===== src/rtl/imem_fetch_ctrl.sv =====
// Fetch-stage controller for a synchronous-read instruction memory (1-cycle read latency).
// Owns the fetch PC, issues one read per cycle, and hands instructions to decode over a
// valid/ready handshake. A 1-entry skid buffer absorbs the read that is already in flight
// when decode stalls. Branch redirects flush every pending read.
module imem_fetch_ctrl #(
  parameter int unsigned       ADDR_W   = 3,
  parameter int unsigned       DATA_W   = 32,
  parameter logic [ADDR_W-1:0] RESET_PC = '0
) (
  input  logic              i_clk,
  input  logic              i_rst,
  input  logic              i_run,
  output logic [ADDR_W-1:0] o_imem_addr,
  input  logic [DATA_W-1:0] i_imem_dout,
  input  logic              i_redir_valid,
  input  logic [ADDR_W-1:0] i_redir_pc,
  output logic              o_out_valid,
  input  logic              i_out_ready,
  output logic [DATA_W-1:0] o_out_instr,
  output logic [ADDR_W-1:0] o_out_pc,
  output logic [1:0]        o_st
);

  typedef enum logic [1:0] {
    StFill = 2'd0,  // out empty, read pending or idle
    StRun  = 2'd1,  // out valid, skid empty
    StHold = 2'd2   // skid valid
  } st_e;

  st_e               r_st, w_st_d;

  logic [ADDR_W-1:0] r_fpc, w_fpc_d;
  logic              r_inflight, w_inflight_d;
  logic [ADDR_W-1:0] r_inflight_pc, w_inflight_pc_d;

  logic              r_out_valid, w_out_valid_d;
  logic [DATA_W-1:0] r_out_instr, w_out_instr_d;
  logic [ADDR_W-1:0] r_out_pc, w_out_pc_d;

  logic              r_skid_valid, w_skid_valid_d;
  logic [DATA_W-1:0] r_skid_instr, w_skid_instr_d;
  logic [ADDR_W-1:0] r_skid_pc, w_skid_pc_d;

  logic              w_accept;
  logic              w_stall;
  logic              w_issue;

  assign w_accept = r_out_valid & i_out_ready;

  // Stop issuing whenever the next return could find both out and skid occupied. A full skid
  // that is draining this cycle does not stall, so a released back-pressure resumes at full rate
  // with no bubble: the new read returns just as the old skid entry leaves out.
  assign w_stall  = r_out_valid & ~i_out_ready & (r_skid_valid | r_inflight);
  assign w_issue  = i_run & ~i_redir_valid & ~w_stall;

  // Datapath next-state: fetch PC, in-flight tracking, out stage and skid buffer.
  always_comb begin
    w_fpc_d         = r_fpc;
    w_inflight_d    = 1'b0;
    w_inflight_pc_d = r_inflight_pc;
    w_out_valid_d   = r_out_valid;
    w_out_instr_d   = r_out_instr;
    w_out_pc_d      = r_out_pc;
    w_skid_valid_d  = r_skid_valid;
    w_skid_instr_d  = r_skid_instr;
    w_skid_pc_d     = r_skid_pc;

    if (i_redir_valid) begin
      // Flush everything; the data returning this cycle belongs to the abandoned path.
      w_fpc_d        = i_redir_pc;
      w_inflight_d   = 1'b0;
      w_out_valid_d  = 1'b0;
      w_skid_valid_d = 1'b0;
    end else begin
      if (w_issue) begin
        w_fpc_d         = r_fpc + ADDR_W'(1);
        w_inflight_d    = 1'b1;
        w_inflight_pc_d = r_fpc;
      end

      if (r_skid_valid) begin
        // A full skid implies nothing was in flight: the skid entry is older than any return.
        if (w_accept) begin
          w_out_valid_d  = 1'b1;
          w_out_instr_d  = r_skid_instr;
          w_out_pc_d     = r_skid_pc;
          w_skid_valid_d = 1'b0;
        end
      end else if (r_inflight) begin
        if (!r_out_valid || w_accept) begin
          w_out_valid_d = 1'b1;
          w_out_instr_d = i_imem_dout;
          w_out_pc_d    = r_inflight_pc;
        end else begin
          w_skid_valid_d = 1'b1;
          w_skid_instr_d = i_imem_dout;
          w_skid_pc_d    = r_inflight_pc;
        end
      end else if (w_accept) begin
        w_out_valid_d = 1'b0;
      end
    end
  end

  // Control FSM next-state; tracks occupancy of the out stage and skid buffer.
  always_comb begin
    w_st_d = r_st;
    if (i_redir_valid) begin
      w_st_d = StFill;
    end else begin
      unique case (r_st)
        StFill: begin
          if (r_inflight) w_st_d = StRun;
        end
        StRun: begin
          if (r_inflight && !w_accept)      w_st_d = StHold;
          else if (!r_inflight && w_accept) w_st_d = StFill;
          else                              w_st_d = StRun;
        end
        StHold: begin
          if (w_accept) w_st_d = StRun;
        end
        default: w_st_d = StFill;
      endcase
    end
  end

  // State registers with synchronous active-high reset; in-flight memory data is dropped.
  always_ff @(posedge i_clk) begin
    if (i_rst) begin
      r_st          <= StFill;
      r_fpc         <= RESET_PC;
      r_inflight    <= 1'b0;
      r_inflight_pc <= '0;
      r_out_valid   <= 1'b0;
      r_out_instr   <= '0;
      r_out_pc      <= '0;
      r_skid_valid  <= 1'b0;
      r_skid_instr  <= '0;
      r_skid_pc     <= '0;
    end else begin
      r_st          <= w_st_d;
      r_fpc         <= w_fpc_d;
      r_inflight    <= w_inflight_d;
      r_inflight_pc <= w_inflight_pc_d;
      r_out_valid   <= w_out_valid_d;
      r_out_instr   <= w_out_instr_d;
      r_out_pc      <= w_out_pc_d;
      r_skid_valid  <= w_skid_valid_d;
      r_skid_instr  <= w_skid_instr_d;
      r_skid_pc     <= w_skid_pc_d;
    end
  end

  assign o_imem_addr = r_fpc;
  assign o_out_valid = r_out_valid;
  assign o_out_instr = r_out_instr;
  assign o_out_pc    = r_out_pc;
  assign o_st        = r_st;

endmodule


===== config.mk =====
export PLATFORM = sky130hd
export DESIGN_NAME = imem_fetch_ctrl
export DESIGN_NICKNAME = d
export VERILOG_FILES = /design/src/rtl/imem_fetch_ctrl.sv
export SDC_FILE = /design/constraint.sdc
export NUM_CORES = 1
export LEC_CHECK = 0
export CAP_MARGIN = 10
export CORE_ASPECT_RATIO = 0.8
export CORE_MARGIN = 2
export CORE_UTILIZATION = 35
export DETAILED_ROUTE_END_ITERATION = 6
export HOLD_SLACK_MARGIN = 0.03
export SYNTH_ARGS = -nofsm -noshare
export SYNTH_HDL_FRONTEND = slang
export SYNTH_SLANG_ARGS = --single-unit

===== constraint.sdc =====
create_clock -name i_clk -period 2.3 [get_ports i_clk]
set_clock_uncertainty 0.15 [all_clocks]
set_input_delay 0.46 -clock i_clk [delete_from_list [all_inputs] [get_ports i_clk]]
set_output_delay 0.46 -clock i_clk [all_outputs]
set_load 0.005 [all_outputs]

==> out/qor.yml, run 1 <==
yosys:
  syn_area_per_cell_um2: 9.87
  synth_top_area_frac: 0.414
  yosysSeqAreaShare: 0.414
  ys_top_cells_by_area: "dfxtp_1 41%, mux2i_1 10%, a211oi_2 9.9%"
  synthCells: 397
  yosys.area.top_type: "dfxtp_1"
  synth-main-ff-cell: "dfxtp_1"
  synth_edf_count: 0
  yosysUniqueCellTypes: 34
  syn_nets: 440
  synth_warnings: 0
  synth_seq_cells: 81
  async_flop_share: 0
  synth_area_um2: 3920
setup_path:
  cp-end-kind: "output pin"
  cp.required_ns: 1.69
  path_max_fanout: 11
  path_class: "reg -> out"
  critPathMaxStageDelay_ns: 0.56
  path_cells: "clkdlybuf4s50_1"
  cp.arrival_ns: 1.40
  cp_num_buf_inv: 1
  crit_slowest_cell: "clkdlybuf4s50_1"
  critPathTopFamily: "buffers and inverters"
  critPathLaunchType: "flip-flop"
timing:
  min_period_ns: 2.01
  max_slew_margin: 0.669
  fin_ws_ns: 0.288
  hold_viol: 0
  holdWs_ns: 0.331
  rsz0062_at_grt: "no"
  setup_tns_ns: 0
  fin_crit_sh: 0.875
  drv_slew: 0
  tightest_slew_ns: 0.483
  finalSetupViolations: 0
  clock.fmax_mhz: 497
power_and_ir_drop:
  power.leakage_nw: 1.55
  p_comb_frac: 0.104
  powerDensity_nw_per_um2: 631
  intPower_mw: 2.50
  power.switching_mw: 0.731
  p_clk_frac: 0.445
  peakVddDrop_v: 0.000302
  switching_share: 0.226
  pwr-share-seq: 0.451
clock_tree:
  root_buffer: "clkbuf_16"
  clock_path_buffers: 2
  clk_latency_ns: 0.33
  cts_tree: "yes"
  cts.sinks: 81
  cts_hold_buffers: 0
  post-cts-setup-buffers: 0
  post_cts_resized: 0
  htree_levels: 3
  path_clk_slew_ns: 0.06
  cts_buffers: 9
cells_and_area:
  num-fill-cells: 1032
  drive_above_1_share: 0.160
  syn_to_final_growth_pct: 30.6
  fin_nets: 502
  finish.utilization: 0.470
  diodes: 0
die:
  start_util: 0.360
  fp.dieW_um: 122
  io_pins: 81
  core_area_um2: 10900
  num_rows: 34
  die_h_um: 98.7
  fp.dieArea_um2: 12100
global_routing:
  grt_pass1_vias: 3374
  grt.busiest_layer: "met2"
  met3_usage: 0.0584
  grt_pass1_wl_mm: 17.6
  grtUsageMet1: 0.252
  gr-usage-met2: 0.288
  grt_usage: 0.186
  globalRoute.totalOverflow: 0
  grt_max_degree: 64
  antenna_found_initial: 0
placement:
  gp_congestion: 0.805
  dpl.hpwl_mm: 6.92
  port_buffers: 80
  post-place-ws_ns: 0.0405
routing:
  avgViaCountPerCell: 5.59
  drt_first_pass_iters: 4
  wl_per_cell_um: 18.1
  ant_nets: 0
  vias: 3392
  drt-initial-drc-count: 206
  wl_mm: 11.0
  drc: 0
job:
  cap_violations: 0
worst_hold_path:
  hp-class: "reg -> reg"
outcome:
  outcome: "finished, final reports clean"
-- Yosys cell counts, types with 3 or more instances --
| master | number |
|---|---|
| o21ai_1 | 35 |
| clkbuf_1 | 20 |
| dfxtp_1 | 81 |
| nor2_1 | 6 |
| nand3_1 | 35 |
| buf_1 | 3 |
| nand2b_1 | 8 |
| a41oi_1 | 35 |
| nand2_1 | 3 |
| mux2i_1 | 39 |
| buf_4 | 4 |
| buf_6 | 9 |
| ha_1 | 3 |
| a21oi_1 | 36 |
| a211oi_1 | 9 |
| buf_2 | 15 |
| a2111oi_0 | 3 |
| a211oi_2 | 31 |
-- power by group through the flow --
stage | clock, mW | sequential (mW) | combinational, mW
after floorplan | 0 | 1.48 | 0.163
after global placement | 0 | 1.49 | 0.332
after detailed placement | 0 | 1.49 | 0.335
after CTS | 1.47 | 1.46 | 0.337
after global routing | 1.53 | 1.46 | 0.362
final | 1.44 | 1.46 | 0.336
-- registers in the layout (all words and copies together), names as in the netlist --
name           flops
o_out_instr       32
r_skid_instr      32
o_imem_addr        3
o_out_pc           3
r_inflight_pc      3
r_skid_pc          3
o_st               2
o_out_valid        1
r_inflight         1
r_skid_valid       1
-- cell type report --
type | count | area (um^2) | share of cell area
Tap cell | 144 | 180 | 0.0352
Timing Repair Buffer | 102 | 1010 | 0.198
Inverter | 4 | 15.0 | 0.00293
Sequential cell | 81 | 1620 | 0.317
Multi-Input combinational cell | 261 | 1990 | 0.389
Clock buffer | 12 | 256 | 0.0501
Clock inverter | 3 | 40.0 | 0.00782
-- path summary, 6_finish.rpt --
kind                    start          endpoint  slack [ns]  cells past startpoint
max reg2reg       o_out_valid  r_skid_instr[21]        0.51                      4
min          r_skid_instr[20]  r_skid_instr[20]        0.33                      2
max               o_out_valid       o_out_valid        0.29                      1
min reg2reg  r_skid_instr[20]  r_skid_instr[20]        0.33                      2
-- per-stage QoR --
stage          power, mW  instance area, um^2  instances
2_1_floorplan       1.65                 3920        397
3_3_place_gp        1.82                 4820        592
3_5_place_dp        1.82                 4820        592
4_1_cts             3.26                 5120        607
5_1_grt             3.35                 5120        607
6_report            3.23                 5120        607
-- layer usage --
metal	vias up	wire length [um]
li1	1648	-
met1	1645	5280
met2	91	4950
met3	8	654
met4	0	116
met5	-	0
-- logic make-up (layout without fill, tap and decap cells) --
group	Yosys count	after routing	synth area share
AO/OA/AOI/OAI	155	155	0.306
flip-flops	81	81	0.414
AND/OR/NAND/NOR	64	64	0.0929
buffers and inverters	55	121	0.0785
multiplexers	39	39	0.0996
adder cells (fa/ha/maj)	3	3	0.00958
-- placed cells by master, fill, tap and decap left out, types with 2 or more instances in the layout --
cell,n
a21o_1,2
nand3_1,35
nand2b_1,8
nor2_1,6
inv_1,2
nor3_1,2
a21oi_1,36
buf_4,19
clkbuf_16,9
o21ai_1,35
a2111oi_0,3
dfxtp_1,80
a211oi_2,31
buf_12,4
nand2_1,3
mux2i_1,39
clkbuf_8,2
clkinv_2,2
a211o_1,2
a211oi_1,9
clkdlybuf4s50_1,79
ha_1,3
nand3b_1,2
a41oi_1,35
inv_2,2
Note: power is estimated with default switching activity, not from simulation.
==> run 2, diff against run 1 <==
CTS_CLUSTER_SIZE = 25   (was not set)
==> results of run 2 <==
Same layout as run 1: the final DEF is identical, and so are final timing and power.
